<file path="config.mk">
export PLATFORM = sky130hd
export DESIGN_NAME = cr_kme_fifo_param
export DESIGN_NICKNAME = d
export VERILOG_FILES = /design/src/rtl/cr_kme_fifo_pkg.sv /design/src/rtl/cr_kme_fifo_ptr.sv /design/src/rtl/cr_kme_fifo_param.sv
export SDC_FILE = /design/constraint.sdc
export NUM_CORES = 2
export LEC_CHECK = 0
export BUFFER_PORTS_ARGS = -buffer_cell sky130_fd_sc_hd__buf_2
export CORE_AREA = 2 2 481 483
export CTS_CLUSTER_SIZE = 10
export DETAILED_ROUTE_END_ITERATION = 16
export DIE_AREA = 0 0 483 485
export GPL_ROUTABILITY_DRIVEN = 1
export PLACE_DENSITY_LB_ADDON = 0.05
export SKIP_LAST_GASP = 1
export SYNTH_ARGS = -nofsm -noshare
export SYNTH_HDL_FRONTEND = slang
export SYNTH_HIERARCHICAL = 1
export SYNTH_SLANG_ARGS = --single-unit
</file>
<file path="constraint.sdc">
create_clock -name clk -period 118 [get_ports clk]
set_clock_uncertainty 0.05 [all_clocks]
set_input_delay 17.7 -clock clk [delete_from_list [all_inputs] [get_ports clk]]
set_output_delay 17.7 -clock clk [all_outputs]
set_load 0.02 [all_outputs]
</file>
<file path="src/rtl/cr_kme_fifo_pkg.sv">
// Shared helpers for the KME parametrised FIFO.
//   cr_kme_fifo_cw(depth) : width of an occupancy count that can hold 0..depth
//   cr_kme_fifo_pw(depth) : width of a read/write pointer addressing 0..depth-1
// No ports; imported by cr_kme_fifo_ptr and cr_kme_fifo_param.
package cr_kme_fifo_pkg;

  function automatic int cr_kme_fifo_cw(input int depth);
    return $clog2(depth + 1);
  endfunction

  // A single-entry pointer would have zero width; keep at least one bit.
  function automatic int cr_kme_fifo_pw(input int depth);
    return (depth > 1) ? $clog2(depth) : 1;
  endfunction

endpackage

</file>
<file path="src/rtl/cr_kme_fifo_ptr.sv">
// Modulo-DEPTH pointer used for the FIFO write and read positions.
// DEPTH need not be a power of two: the pointer wraps explicitly at DEPTH-1.
// Ports:
//   clk   in   clock
//   rst   in   synchronous reset, active-high, pointer -> 0
//   clear in   synchronous flush, pointer -> 0 (lower priority than rst)
//   inc   in   advance the pointer by one position
//   ptr   out  current pointer value (PW bits)
module cr_kme_fifo_ptr
  import cr_kme_fifo_pkg::*;
#(
  parameter int DEPTH = 4,
  localparam int PW = cr_kme_fifo_pw(DEPTH)
) (
  input  logic          clk,
  input  logic          rst,
  input  logic          clear,
  input  logic          inc,
  output logic [PW-1:0] ptr
);

  logic [PW-1:0] ptr_reg;
  logic [PW-1:0] ptr_next;

  always_comb begin
    ptr_next = ptr_reg;
    if (inc) begin
      if (ptr_reg == PW'(DEPTH - 1)) begin
        ptr_next = '0;
      end else begin
        ptr_next = ptr_reg + PW'(1);
      end
    end
  end

  always_ff @(posedge clk) begin
    if (rst || clear) begin
      ptr_reg <= '0;
    end else begin
      ptr_reg <= ptr_next;
    end
  end

  assign ptr = ptr_reg;

endmodule

</file>
<file path="src/rtl/cr_kme_fifo_param.sv">
// Parametrised show-ahead FIFO with built-in storage for KME datapath buffering.
// Producer side obeys fifo_in_stall; consumer side uses fifo_out_valid / fifo_out_ack.
// Optional feature: define CR_KME_FIFO_WMARK_EN to add the occupancy
// high-watermark (max_used output, max_used_clr input).
// Ports:
//   clk, rst                  clock, synchronous active-high reset
//   clear                     synchronous flush (empties FIFO, no pulses)
//   fifo_in, fifo_in_valid    write data / write request
//   fifo_in_stall_override    force fifo_in_stall high
//   fifo_in_stall             producer must hold off
//   fifo_out, fifo_out_valid  head entry (0 when empty) / non-empty flag
//   fifo_out_ack              consumer pops the head this cycle
//   used_slots, free_slots    occupancy and remaining space
//   fifo_overflow             1-cycle pulse: write dropped because full
//   fifo_underflow            1-cycle pulse: ack while empty
//   max_used, max_used_clr    watermark and its reload (CR_KME_FIFO_WMARK_EN only)
module cr_kme_fifo_param
  import cr_kme_fifo_pkg::*;
#(
  parameter int WIDTH        = 611,
  parameter int DEPTH        = 4,
  parameter int STALL_THRESH = 0,
  localparam int CW = cr_kme_fifo_cw(DEPTH),
  localparam int PW = cr_kme_fifo_pw(DEPTH)
) (
  input  logic             clk,
  input  logic             rst,
  input  logic             clear,
  input  logic [WIDTH-1:0] fifo_in,
  input  logic             fifo_in_valid,
  input  logic             fifo_in_stall_override,
  output logic             fifo_in_stall,
  output logic [WIDTH-1:0] fifo_out,
  output logic             fifo_out_valid,
  input  logic             fifo_out_ack,
  output logic [CW-1:0]    used_slots,
  output logic [CW-1:0]    free_slots,
  output logic             fifo_overflow,
  output logic             fifo_underflow
`ifdef CR_KME_FIFO_WMARK_EN
  ,
  output logic [CW-1:0]    max_used,
  input  logic             max_used_clr
`endif
);

  logic [WIDTH-1:0] mem [DEPTH];
  logic [PW-1:0]    wptr;
  logic [PW-1:0]    rptr;
  logic [CW-1:0]    used_reg;
  logic [CW-1:0]    used_next;
  logic             overflow_reg;
  logic             underflow_reg;
  logic             full;
  logic             empty;
  logic             ren;
  logic             wen_ok;

  assign full   = (used_reg == CW'(DEPTH));
  assign empty  = (used_reg == '0);
  assign ren    = !empty && fifo_out_ack;
  // A full FIFO still accepts a write when the head leaves in the same cycle.
  assign wen_ok = fifo_in_valid && (!full || ren);

  cr_kme_fifo_ptr #(.DEPTH(DEPTH)) u_wptr (
    .clk   (clk),
    .rst   (rst),
    .clear (clear),
    .inc   (wen_ok),
    .ptr   (wptr)
  );

  cr_kme_fifo_ptr #(.DEPTH(DEPTH)) u_rptr (
    .clk   (clk),
    .rst   (rst),
    .clear (clear),
    .inc   (ren),
    .ptr   (rptr)
  );

  // Storage is intentionally not reset; validity is tracked by used_reg only.
  always_ff @(posedge clk) begin
    if (wen_ok && !rst && !clear) begin
      mem[wptr] <= fifo_in;
    end
  end

  always_comb begin
    used_next = used_reg;
    case ({wen_ok, ren})
      2'b10:   used_next = used_reg + CW'(1);
      2'b01:   used_next = used_reg - CW'(1);
      default: used_next = used_reg;
    endcase
  end

  always_ff @(posedge clk) begin
    if (rst || clear) begin
      used_reg      <= '0;
      overflow_reg  <= 1'b0;
      underflow_reg <= 1'b0;
    end else begin
      used_reg      <= used_next;
      overflow_reg  <= fifo_in_valid && full && !ren;
      underflow_reg <= fifo_out_ack && empty;
    end
  end

  assign used_slots     = used_reg;
  assign free_slots     = CW'(DEPTH) - used_reg;
  assign fifo_out_valid = !empty;
  assign fifo_out       = empty ? '0 : mem[rptr];
  // Depends only on registered count and the override, never on fifo_in_valid.
  assign fifo_in_stall  = (free_slots <= CW'(STALL_THRESH)) || fifo_in_stall_override;
  assign fifo_overflow  = overflow_reg;
  assign fifo_underflow = underflow_reg;

`ifdef CR_KME_FIFO_WMARK_EN
  logic [CW-1:0] max_used_reg;

  // Tracks the registered count, so it lags used_slots by one cycle.
  // max_used_clr reloads from the current occupancy rather than zero.
  always_ff @(posedge clk) begin
    if (rst || clear) begin
      max_used_reg <= '0;
    end else if (max_used_clr) begin
      max_used_reg <= used_reg;
    end else if (used_reg > max_used_reg) begin
      max_used_reg <= used_reg;
    end
  end

  assign max_used = max_used_reg;
`endif

endmodule
</file>
==> flow_summary.yaml <==
run_status:
  status: "complete, no violations"
route:
  final_antenna_net_count: 0
  drc: 0
  via_per_inst: 5.29
  drt_iter0_drc: 3044
  wire_per_inst_um: 30.0
  wl_um: 255000
  drt_pass1_iterations: 5
  vias: 44865
logic_synthesis:
  yosysSeqAreaShare_pct: 78.7
  synth_cells: 3938
  synth.avg_cell_area_um2: 23.7
  syn_nets: 4562
  synthesis.area_um2: 93500
  ys_ff_latch: 2453
  yosys_warnings: 6
  synth.distinct_cells: 32
clocking:
  insertion_delay_ns: 0.88
  postCtsHoldBufs: 0
  clock-sinks: 2453
  ctsResizeCount: 0
  cts_tree: "done"
  clk_pin_slew_ns: 0.06
  cts_made_buffers: 300
  post_cts_buffers: 0
  clockBufferDepth: 4
  cts_root_buf: "clkbuf_16"
  ctsHtreeMaxLevel: 5
final_layout:
  fin_nets: 5961
  design_area_um2: 110000
  finish.utilization_pct: 48.2
  top_register: "mem"
  drive_gt1_share_pct: 41.5
  layout_common_cells: "edfxtp_1 (2444), buf_2 (1237), mux4_2 (611), and2_1 (611), clkbuf_16 (307)"
  area_growth_pct: 18.1
  final_cells: 8486
  fillers: 19100
  final_common_cell: "edfxtp_1"
  largest_reg_flops: 2444
power_and_ir_drop:
  power_density_nw_per_um2: 16.9
  vdd_drop_max_mv: 0.0116
  p_leak_nw: 37.2
floorplan:
  die_h_um: 485
  design.die.area_um2: 234000
  rows: 176
  start_util_pct: 40.8
  dieWidth_um: 483
  io_pins: 1238
  core_area_um2: 229000
timing:
  max_slew.worst_pin.slew_ns: 1.04
  maxSlewViolCount: 0
  max_slew_margin_pct: 30.3
  rsz0062_at_grt: "no"
  tns_ns: 0
  post-route-min-period_ns: 36.01
  clock.fmax_mhz: 27.8
  hold_violations: 0
  setup_viol: 0
  period_share_pct: 30.5
  holdWs_ns: 0.531
global_routing:
  grt_pass1_wl_um: 357000
  grt_max_degree: 145
  grt_use_met3_pct: 9.95
  busiest_layer: "met2"
  grt_pass1_vias: 46704
  grt_usage_pct: 21.5
  grt_overflow: 0
  antenna_found_initial: 244
  met2_usage_pct: 34.8
  use_met1_pct: 25.1
critical_path:
  worst-setup-path-type: "input port to output port"
  required_ns: 100.25
  arrival_ns: 18.26
  start_kind: "input port"
  crit_fanout: 1
  crit_path_end_kind: "output port"
place:
  gp_congestion: 0.763
  placed_area_um2: 102000
  port_buffers: 1237
  hpwl_um: 164000
  dp_cells: 8061
worst_hold_path:
  hold_path.class: "register to register"
run:
  maxCapViolCount: 0
-- report_power, final --
part,switching (W),internal [W]
Combinational,0.0000667,0.0000352
Clock,0.000324,0.000464
Sequential,0.00000199,0.000969
-- cell usage after synthesis --
master    count  area share [%]
inv_2         1          0.0040
and3_1        1          0.0067
buf_12       65             1.4
a211oi_2      2           0.027
buf_4         3           0.024
nor3_1        4           0.021
nor4b_1       1          0.0094
o211ai_1      1          0.0080
mux4_2      611              15
nor2_1        3           0.012
nand3_1       1          0.0053
buf_6         1           0.012
inv_1         9           0.036
and2_1      611             4.1
edfxtp_1   2444              79
a21oi_1       3           0.016
nand2_1       5           0.020
ha_1          6           0.080
nor4bb_1      1           0.011
fa_1          1           0.021
nor2b_1       2           0.013
clkbuf_1     75            0.30
nand4_1       1          0.0067
mux2i_1       5           0.054
or2_2         1          0.0067
buf_2        60            0.32
nand2b_1      3           0.020
dfxtp_1       9            0.19
o22ai_1       1          0.0067
nor3b_1       3           0.024
o311ai_0      2           0.019
or3b_1        2           0.019
-- critical path: stages --
cell	delay, ns
buf_2	0.10
or2_2	0.29
buf_2	0.17
-- layer usage --
layer  part of all wire, %  vias to the layer above
met2                    48                     1643
li1                      -                    19054
met1                    37                    23301
met5                  0.39                        -
met3                    11                      711
met4                   3.7                      156
-- layout make-up --
class	count	area [um2]	area share [%]
clock inverters	18	181	0.164
well taps	3026	3790	3.43
flip-flops and latches	2453	73600	66.6
inverters	10	45.0	0.0408
multi-input cells	1271	18000	16.3
diodes	61	153	0.138
clock buffers	346	7840	7.10
repair buffers	1301	6830	6.19
-- through the flow --
| stage | setup slack [ns] | power [W] |
|---|---|---|
| after floorplan | 53.17 | 0.00105 |
| after global placement | 82.01 | 0.00109 |
| after detailed placement | 81.98 | 0.00109 |
| after CTS | 81.98 | 0.00189 |
| after global routing | 81.97 | 0.00192 |
| final | 81.99 | 0.00186 |
-- cells by family (layout without fill, tap and decap cells) --
group / after synthesis / count (layout) / share of synthesized area [%]
compound gates: 9 / 9 / 0.0763
buf+inv: 214 / 1675 / 2.09
flops: 2453 / 2453 / 78.7
other cells: 0 / 61 / 0
mux: 616 / 616 / 14.8
simple gates: 639 / 639 / 4.26
fa+ha+maj: 7 / 7 / 0.102
-- path summary, 6_finish.rpt --
path | to | start | slack, ns | cells past startpoint
max | fifo_in_stall | fifo_in_stall_override | 81.99 | 3
min | used_slots[0]$_SDFFE_PP0P_ | used_slots[0]$_SDFFE_PP0P_ | 0.53 | 2
max reg2reg | mem[1][349]$_DFFE_PP_ | used_slots[0]$_SDFFE_PP0P_ | 112.01 | 11
min reg2reg | used_slots[0]$_SDFFE_PP0P_ | used_slots[0]$_SDFFE_PP0P_ | 0.53 | 2
No activity file was read; power rests on OpenSTA's default activity.
